[src/rtl/bram_portb_arbiter.sv]
// Arbitrates BRAM port B between N_REQ requesters with optional CPU priority and RMW lock.
// Each access runs IDLE -> ACCESS -> RESP; BRAM-side outputs are registered.
module bram_portb_arbiter #(
   parameter int N_REQ  = 3,
   parameter int ADDR_W = 16,
   parameter int DATA_W = 8,
   parameter int PRIO0  = 1
) (
   input  logic                      i_clk,
   input  logic                      i_rst,
   input  logic [N_REQ-1:0]          i_req,
   input  logic [N_REQ-1:0]          i_we,
   input  logic [N_REQ-1:0]          i_lock,
   input  logic [N_REQ*ADDR_W-1:0]   i_addr,
   input  logic [N_REQ*DATA_W-1:0]   i_wdata,
   output logic [N_REQ-1:0]          o_ack,
   output logic [DATA_W-1:0]         o_rdata,
   output logic [N_REQ-1:0]          o_grant,
   output logic                      o_busy,
   output logic                      o_bram_web,
   output logic [ADDR_W-1:0]         o_bram_addrb,
   output logic [DATA_W-1:0]         o_bram_dib,
   input  logic [DATA_W-1:0]         i_bram_dob
);

   localparam int IDX_W = (N_REQ > 1) ? $clog2(N_REQ) : 1;

   typedef enum logic [1:0] {
      IDLE,
      ACCESS,
      RESP
   } state_e;

   state_e              state_q, state_d;
   logic [N_REQ-1:0]    grant_q, grant_d;
   logic [N_REQ-1:0]    ack_q, ack_d;
   logic                web_q, web_d;
   logic [ADDR_W-1:0]   addrb_q, addrb_d;
   logic [DATA_W-1:0]   dib_q, dib_d;
   logic [IDX_W-1:0]    rrPtr_q, rrPtr_d;
   logic                lockValid_q, lockValid_d;
   logic [IDX_W-1:0]    lockOwner_q, lockOwner_d;

   logic                found;
   logic [IDX_W-1:0]    winIdx;
   logic [IDX_W-1:0]    candIdx;
   int                  cand;

   // A live lock owner wins outright; otherwise priority/round-robin search after rrPtr.
   always_comb begin
      found   = 1'b0;
      winIdx  = '0;
      candIdx = '0;
      cand    = 0;
      if (lockValid_q && i_req[lockOwner_q]) begin
         found  = 1'b1;
         winIdx = lockOwner_q;
      end else if ((PRIO0 != 0) && i_req[0]) begin
         found  = 1'b1;
         winIdx = '0;
      end else begin
         for (int s = 1; s <= N_REQ; s++) begin
            cand = int'(rrPtr_q) + s;
            if (cand >= N_REQ) begin
               cand = cand - N_REQ;
            end
            candIdx = IDX_W'(cand);
            if (!found && i_req[candIdx] && !((PRIO0 != 0) && (cand == 0))) begin
               found  = 1'b1;
               winIdx = candIdx;
            end
         end
      end
   end

   always_comb begin
      state_d     = state_q;
      grant_d     = grant_q;
      ack_d       = ack_q;
      web_d       = web_q;
      addrb_d     = addrb_q;
      dib_d       = dib_q;
      rrPtr_d     = rrPtr_q;
      lockValid_d = lockValid_q;
      lockOwner_d = lockOwner_q;
      case (state_q)
         IDLE: begin
            if (lockValid_q && !i_req[lockOwner_q]) begin
               lockValid_d = 1'b0;
            end
            if (found) begin
               addrb_d = i_addr[int'(winIdx)*ADDR_W +: ADDR_W];
               dib_d   = i_wdata[int'(winIdx)*DATA_W +: DATA_W];
               web_d   = i_we[winIdx];
               grant_d = {{(N_REQ-1){1'b0}}, 1'b1} << winIdx;
               // The CPU winning on priority must not disturb round-robin fairness among the rest.
               if (!((PRIO0 != 0) && (winIdx == '0))) begin
                  rrPtr_d = winIdx;
               end
               lockValid_d = i_lock[winIdx];
               lockOwner_d = winIdx;
               state_d     = ACCESS;
            end
         end
         ACCESS: begin
            web_d   = 1'b0;
            ack_d   = grant_q;
            state_d = RESP;
         end
         RESP: begin
            ack_d   = '0;
            grant_d = '0;
            state_d = IDLE;
         end
         default: begin
            state_d = IDLE;
         end
      endcase
   end

   always_ff @(posedge i_clk or negedge i_rst) begin
      if (!i_rst) begin
         state_q     <= IDLE;
         grant_q     <= '0;
         ack_q       <= '0;
         web_q       <= 1'b0;
         addrb_q     <= '0;
         dib_q       <= '0;
         rrPtr_q     <= IDX_W'(N_REQ - 1);
         lockValid_q <= 1'b0;
         lockOwner_q <= '0;
      end else begin
         state_q     <= state_d;
         grant_q     <= grant_d;
         ack_q       <= ack_d;
         web_q       <= web_d;
         addrb_q     <= addrb_d;
         dib_q       <= dib_d;
         rrPtr_q     <= rrPtr_d;
         lockValid_q <= lockValid_d;
         lockOwner_q <= lockOwner_d;
      end
   end

   assign o_ack        = ack_q;
   assign o_grant      = grant_q;
   assign o_busy       = (state_q != IDLE);
   assign o_bram_web   = web_q;
   assign o_bram_addrb = addrb_q;
   assign o_bram_dib   = dib_q;
   assign o_rdata      = i_bram_dob;

endmodule
[config.mk]
export PLATFORM = sky130hd
export DESIGN_NAME = bram_portb_arbiter
export DESIGN_NICKNAME = d
export VERILOG_FILES = /design/src/rtl/bram_portb_arbiter.sv
export SDC_FILE = /design/constraint.sdc
export NUM_CORES = 1
export LEC_CHECK = 0
export CORE_ASPECT_RATIO = 1.75
export CORE_MARGIN = 3
export CORE_UTILIZATION = 40
export DETAILED_ROUTE_END_ITERATION = 10
export PLACE_DENSITY = 0.81
export SLEW_MARGIN = 10
export SYNTH_ARGS = -nofsm -noshare
export SYNTH_HDL_FRONTEND = slang
export SYNTH_SLANG_ARGS = --single-unit
[constraint.sdc]
create_clock -name i_clk -period 3 [get_ports i_clk]
set_input_delay 0.6 -clock i_clk [delete_from_list [all_inputs] [get_ports i_clk]]
set_output_delay 0.6 -clock i_clk [all_outputs]
set_load 0.05 [all_outputs]
## Word level (Yosys, flattened, before mapping)

Index checks and enable logic that the tools add are counted.

| word-level totals | value |
|---|---|
| logic and storage cells | 102 |
| output and inout port bits | 40 |
| register bits | 38 |

| cells by class | value |
|---|---|
| mux-type cells | 44 |
| add/subtract/negate cells | 6 |
| eq/ne operators | 3 |
| bitwise gates (word level) | 1 |
| reductions and logical operators | 28 |
| shift operators | 3 |
| order comparisons | 8 |

Operators with widths:

| cell | count |
|---|---|
| 32-bit two-way mux | 9 |
| 32-bit logical NOT | 3 |
| 48-bit by 7-bit indexed part select with 16-bit output | 1 |
| 24-bit by 6-bit indexed part select with 8-bit output | 1 |
| 1-bit two-way mux | 18 |
| 2-bit by 3-bit < comparator with 1-bit output, second input constant | 5 |
| 1-bit binary-select mux with 2-bit select | 6 |
| 2-bit two-way mux | 6 |
| 3-bit case mux with 2 select lines | 2 |
| 3-bit by 2-bit subtractor with 4-bit output, second input constant | 3 |
| 2-bit nonzero test | 5 |
| 3-bit by 2-bit >= comparator with 1-bit output, second input constant | 3 |
| 2-bit AND reduction | 4 |
| 1-bit logical AND | 7 |
| 2-bit by 2-bit adder with 3-bit output, second input constant | 2 |
| 1-bit logical NOT | 6 |
| 2-bit logical NOT | 2 |
| 2-bit case mux with 2 select lines | 1 |
| 2-bit by 1-bit adder with 3-bit output, second input constant | 1 |
| 3-bit two-way mux | 1 |
| 3-bit AND reduction | 1 |
| 1-bit by 2-bit << shifter with 3-bit output, first input constant | 1 |
| 2-bit by 1-bit equality test with 1-bit output, second input constant | 1 |
| 2-bit equality test, second input constant | 1 |
| other kinds (3) | 3 |

## Longest topological paths before layout

| depth | value |
|---|---|
| word-level depth | 27 |
| mapped depth | 11 |
| gate-level depth less buffers | 8 |

## Least setup slack after synthesis

OpenSTA, ideal clock, no wires.

| timing | value |
|---|---|
| kind | reg2reg |
| from | register rrPtr_q[1] |
| to | register web_q, in the netlist o_bram_web |
| setup slack | 552 ps |
| data arrival time | 2378 ps |
| cell stages (with the launch flop) | 12 |
| required time | 2930 ps |
| setup time | 70 ps |
| path through | dfstp_2 -> inv_1 -> ha_1 -> buf_2 -> nor3b_1 -> a21oi_1 -> o211ai_1 -> o21a_1 -> buf_2 -> clkbuf_1 -> nand4_1 -> nand3b_1 |

| on the way | value |
|---|---|
| longest elaborated chain between the ends | 27 |
| elaborated cells on any way between the ends | 57 |

Ends and longest elaborated chain:

| element | RTL line | RTL |
|---|---|---|
| start: declaration | 40 | `logic [IDX_W-1:0] rrPtr_q, rrPtr_d;` |
| start signal: assignment | 129 | `rrPtr_q <= IDX_W'(N_REQ - 1);` |
| start signal: assignment | 139 | `rrPtr_q <= rrPtr_d;` |
| 2-bit by 1-bit adder with 3-bit output | 63 | `cand = int'(rrPtr_q) + s;` |
| 3-bit by 2-bit subtractor with 4-bit output or 3-bit by 2-bit >= comparator with 1-bit output (tied branches) | 65, 64 |  |
| 32-bit two-way mux | 64 | `if (cand >= N_REQ) begin` |
| 32-bit two-way mux | 58 | `end else if ((PRIO0 != 0) && i_req[0]) begin` |
| 32-bit two-way mux | 55 | `if (lockValid_q && i_req[lockOwner_q]) begin` |
| 32-bit logical NOT or 1-bit binary-select mux with 2-bit select (tied branches) | 68 | `if (!found && i_req[candIdx] && !((PRIO0 != 0) && (cand == 0))) begin` |
| 1-bit logical NOT or 1-bit two-way mux (tied branches) | 68 |  |
| 1-bit logical AND | 68 |  |
| [... 10 more ...] | - |  |
| 1-bit logical AND (2 in series) | 68 |  |
| 2-bit two-way mux | 68 |  |
| 2-bit two-way mux | 58 |  |
| 2-bit two-way mux | 55 |  |
| 1-bit binary-select mux with 2-bit select | 94 | `web_d = i_we[winIdx];` |
| 1-bit two-way mux (implied by the code) | 94 |  |
| 1-bit two-way mux | 91 | `if (found) begin` |
| 1-bit case mux with 2 select lines | 86 | `case (state_q)` |
| end signal: assignment | 136 | `web_q <= web_d;` |
| end: declaration | 37 | `logic web_q, web_d;` |

Several ways; a longest one is shown, not always the timed one. The select of a mux whose other input is x is not followed.
A chain may end at the register's enable or synchronous reset.

## Worst setup path after layout

| timing | value |
|---|---|
| from | register rrPtr_q[1] |
| to | register dib_q[4], in the netlist o_bram_dib[4] |

| on the way | value |
|---|---|
| longest elaborated chain between the ends | 24 |
| elaborated cells on any way between the ends | 53 |

Ends and longest elaborated chain:

| element | RTL line | RTL |
|---|---|---|
| 2-bit by 1-bit adder with 3-bit output | 63 |  |
| 3-bit by 2-bit subtractor with 4-bit output or 3-bit by 2-bit >= comparator with 1-bit output (tied branches) | 65, 64 |  |
| 32-bit two-way mux | 64 |  |
| 32-bit two-way mux | 58 |  |
| 32-bit two-way mux | 55 |  |
| 32-bit logical NOT or 1-bit binary-select mux with 2-bit select (tied branches) | 68 |  |
| 1-bit logical NOT or 1-bit two-way mux (tied branches) | 68 |  |
| 1-bit logical AND | 68 |  |
| [... 7 more ...] | - |  |
| 1-bit two-way mux | 58 |  |
| 1-bit two-way mux | 55 |  |
| 1-bit logical NOT | 68 |  |
| 1-bit logical AND (2 in series) | 68 |  |
| 2-bit two-way mux or 1-bit two-way mux (tied branches) | 68 |  |
| 2-bit two-way mux or 1-bit two-way mux (tied branches) | 58 |  |
| 2-bit two-way mux or 1-bit two-way mux (tied branches) | 55 |  |
| 24-bit by 6-bit indexed part select with 8-bit output or 2-bit AND reduction (tied branches) | - |  |
| end signal: assignment | 138 | `dib_q <= dib_d;` |
| end: declaration | 39 | `logic [DATA_W-1:0] dib_q, dib_d;` |

Several ways; a longest one is shown, not always the timed one. The select of a mux whose other input is x is not followed.

==> impl_metrics.tcl <==
set metrics [dict create \
    outcome "completed" \
    cts-root-buf "sky130_fd_sc_hd__clkbuf_8" \
    htree_num_levels 2 \
    synth_fp_nets 392 \
    final_period_minus_worst_setup_slack_ps 2760 \
    clk_pin_slew_worst_paths_ps 70 \
    placed_cell_area_um2 3770 \
    grt.overflow.total 0 \
    syn_avg_cell_area_um2 8.74 \
    timing.max_slew.rel_slack 0.420 \
    largest_cells_by_area_after_synthesis "sky130_fd_sc_hd__dfrtp_1 (36%), sky130_fd_sc_hd__o2111ai_1 (8.6%), sky130_fd_sc_hd__a31oi_1 (6.1%)" \
    track_usage 0.243 \
    yosysTopAreaCell "sky130_fd_sc_hd__dfrtp_1" \
    synth.ff_latch_count 38 \
    critical_path_end_type "flip-flop" \
    core-area_um2 6020 \
    finalInstanceArea_um2 3870 \
    post_route_clock_period_utilization 0.920 \
    synth-edff-count 0 \
    yosys_warnings 0 \
    route.antenna.remaining_nets 0 \
    worst_ep_arrival_time_ps 2970 \
    fin_skew_ps 4.75 \
    final_layout_size_suffix_gt1_frac 0.0854 \
    worst_slew_pin_slew_ps 871 \
    ctsHoldBuffers 0 \
    number_of_nets_in_the_layout 497 \
    path_max_fanout 28 \
    synth.distinct_cells 45 \
    cts_tree "built" \
    timing.critical_path.from_type "flip-flop" \
    via_count_of_the_first_global_routing_pass 2772 \
    routed_wl_um 8960 \
    wl_per_cell_um 18.8 \
    num_antenna_cells 0 \
    first_pass_iters 5 \
    critical_path_required_ps 3210 \
    fmax_mhz 362 \
    post_cts.resized_instances 1 \
    io_pins 131 \
    setup-violations-final 0 \
    netlist_top_cells_count "sky130_fd_sc_hd__dfrtp_1 (37), sky130_fd_sc_hd__a21oi_1 (30), sky130_fd_sc_hd__nand3_1 (26), sky130_fd_sc_hd__nor2_1 (26)" \
    timing.final.max_slew_violations 0 \
    grt_pass1_wl_um 14200 \
    num_vias 2836 \
    synth_most_common_cell "sky130_fd_sc_hd__dfrtp_1" \
    hold_path.class "input pin to async pin" \
    sum_of_negative_setup_slack_ps 0 \
    p_leak_uw 0.00151 \
    antenna_found_initial 0 \
    area_growth_syn_to_layout_pct 51.7 \
    postSynth.topFlopCell "sky130_fd_sc_hd__dfrtp_1" \
    initial_utilization 0.424 \
    cts_post_setup_buffers_inserted 0 \
    cts_num_sinks 38 \
    place_ws_ps -146 \
    numPortBuffers 114 \
    remaining_drc_errors 0 \
    cts-root-to-sink-buffers 2 \
    ys_async_sr_fraction 1.00 \
    gp_congestion 0.839 \
    criticalPathCategory "flip-flop to flip-flop" \
    via_per_inst 5.96 \
    largest_net_degree_at_the_start_of_global_routing 39 \
    yosysSeqAreaShare 0.373 \
    max-cap-violations 0 \
    tritoncts.num_buffers 5 \
    insertion_delay_ps 290 \
    floorplan.die.width_um 66.4 \
    vdd_drop_max_uv 668 \
    detailedRoute.firstIterationViolations 160 \
    power_density_nw_per_um2 1250 \
    die_h_um 112 \
    dieArea_um2 7410 \
    hpwl_um 6590 \
    placementRows 37 \
    timing.final.hold_violations 0 \
    mappedNetlistArea_um2 2550 \
    rsz0062_at_grt "no" \
    synth_top_area_share 0.363 \
    synthCells 292 \
    final.setup.worst_slack_ps 240 \
]
==> cells by family (layout without fill, tap and decap cells) <==
kind of cell	Yosys count	after routing	share of synthesized area
flip-flops	38	38	0.373
adder cells (fa/ha/maj)	9	9	0.0441
buffers and inverters	44	150	0.0898
multiplexers	7	7	0.0299
AND/OR/NAND/NOR	84	84	0.172
AO/OA/AOI/OAI	110	110	0.291
==> layout make-up <==
class	count	area [µm²]
Sequential cell	38	952
Timing Repair Buffer	131	1300
Inverter	11	41.3
Multi-Input combinational cell	210	1390
Tap cell	78	97.6
Fill cell	516	2150
Clock buffer	7	86.3
Clock inverter	1	5.00
==> final timing paths <==
kind                                             start  slack [ps]  cells past startpoint                     endpoint
worst max register to register  rrPtr_q[1]$_DFFE_PN1P_         240                     10    o_bram_dib[4]$_DFFE_PN0P_
worst max-delay path            rrPtr_q[1]$_DFFE_PN1P_         240                     10    o_bram_dib[4]$_DFFE_PN0P_
worst min register to register  rrPtr_q[1]$_DFFE_PN1P_         520                      2       rrPtr_q[1]$_DFFE_PN1P_
min in group i_clk              rrPtr_q[1]$_DFFE_PN1P_         520                      2       rrPtr_q[1]$_DFFE_PN1P_
worst min-delay path                             i_rst         420                      1         o_ack[2]$_DFFE_PN0P_
max in group asynchronous                        i_rst        2030                      1  o_bram_addrb[4]$_DFFE_PN0P_
==> per-layer routing <==
layer  GRT usage  wire, µm  vias up
met5           0         0        -
met4      0.0991       320        0
met3      0.0283       430       28
met2       0.441      5120      133
met1       0.276      3100     1369
li1            -         -     1306
==> sequential cells by signal, summed over array words and instances (netlist names) <==
signal and count:
o_ack 3, state_q 2, lockOwner_q 2, o_bram_addrb 16, rrPtr_q 2, o_grant 3
lockValid_q 1, o_bram_dib 8, o_bram_web 1
==> metrics by stage <==
stage               std cells  power (µW)   util  hold slack (ps)
global placement          468        4380  0.627              494
floorplan                 292        3330      -              304
CTS                       476        4830  0.643              443
global route              476        5140  0.643              485
finish                    476        4850  0.643              418
detailed placement        468        4460  0.627              507
==> worst max-delay path, stage by stage, from the launching register on <==
cell and delay, ps:
sky130_fd_sc_hd__dfstp_2 560, sky130_fd_sc_hd__inv_1 70, sky130_fd_sc_hd__ha_1 450, sky130_fd_sc_hd__nor2b_1 260
sky130_fd_sc_hd__a41oi_1 180, sky130_fd_sc_hd__a221oi_2 380, sky130_fd_sc_hd__buf_4 180, sky130_fd_sc_hd__or2_1 130
sky130_fd_sc_hd__buf_12 190, sky130_fd_sc_hd__a21oi_1 90, sky130_fd_sc_hd__a31oi_1 170
==> power by group <==
group | switching [µW] | internal, µW | total [µW] | leakage [µW]
clock | 181 | 185 | 366 | 0.0000482
combinational | 2220 | 1330 | 3550 | 0.00102
sequential | 162 | 770 | 932 | 0.000445
total | 2560 | 2280 | 4850 | 0.00151
==> cells in the final DEF (no fill, tap or decap), types with 2 or more instances in the layout <==
cell                                n
sky130_fd_sc_hd__clkdlybuf4s50_1  113
sky130_fd_sc_hd__dfrtp_1           37
sky130_fd_sc_hd__a21oi_1           30
sky130_fd_sc_hd__nand3_1           26
sky130_fd_sc_hd__nor2_1            26
sky130_fd_sc_hd__o2111ai_1         25
sky130_fd_sc_hd__a31oi_1           25
sky130_fd_sc_hd__buf_4             14
sky130_fd_sc_hd__inv_1             11
sky130_fd_sc_hd__o21ai_0            9
sky130_fd_sc_hd__ha_1               9
sky130_fd_sc_hd__nand2_1            7
sky130_fd_sc_hd__clkbuf_8           6
sky130_fd_sc_hd__nand3b_1           5
sky130_fd_sc_hd__mux2_2             4
sky130_fd_sc_hd__and4b_1            3
sky130_fd_sc_hd__nor2b_1            3
sky130_fd_sc_hd__nor4b_1            3
sky130_fd_sc_hd__nand2b_1           3
sky130_fd_sc_hd__o211ai_1           3
sky130_fd_sc_hd__buf_12             3
sky130_fd_sc_hd__o21bai_1           2
sky130_fd_sc_hd__mux2i_1            2
sky130_fd_sc_hd__o21a_1             2
sky130_fd_sc_hd__a22o_1             2
sky130_fd_sc_hd__a32o_1             2
(Power assumes the default switching activity.)
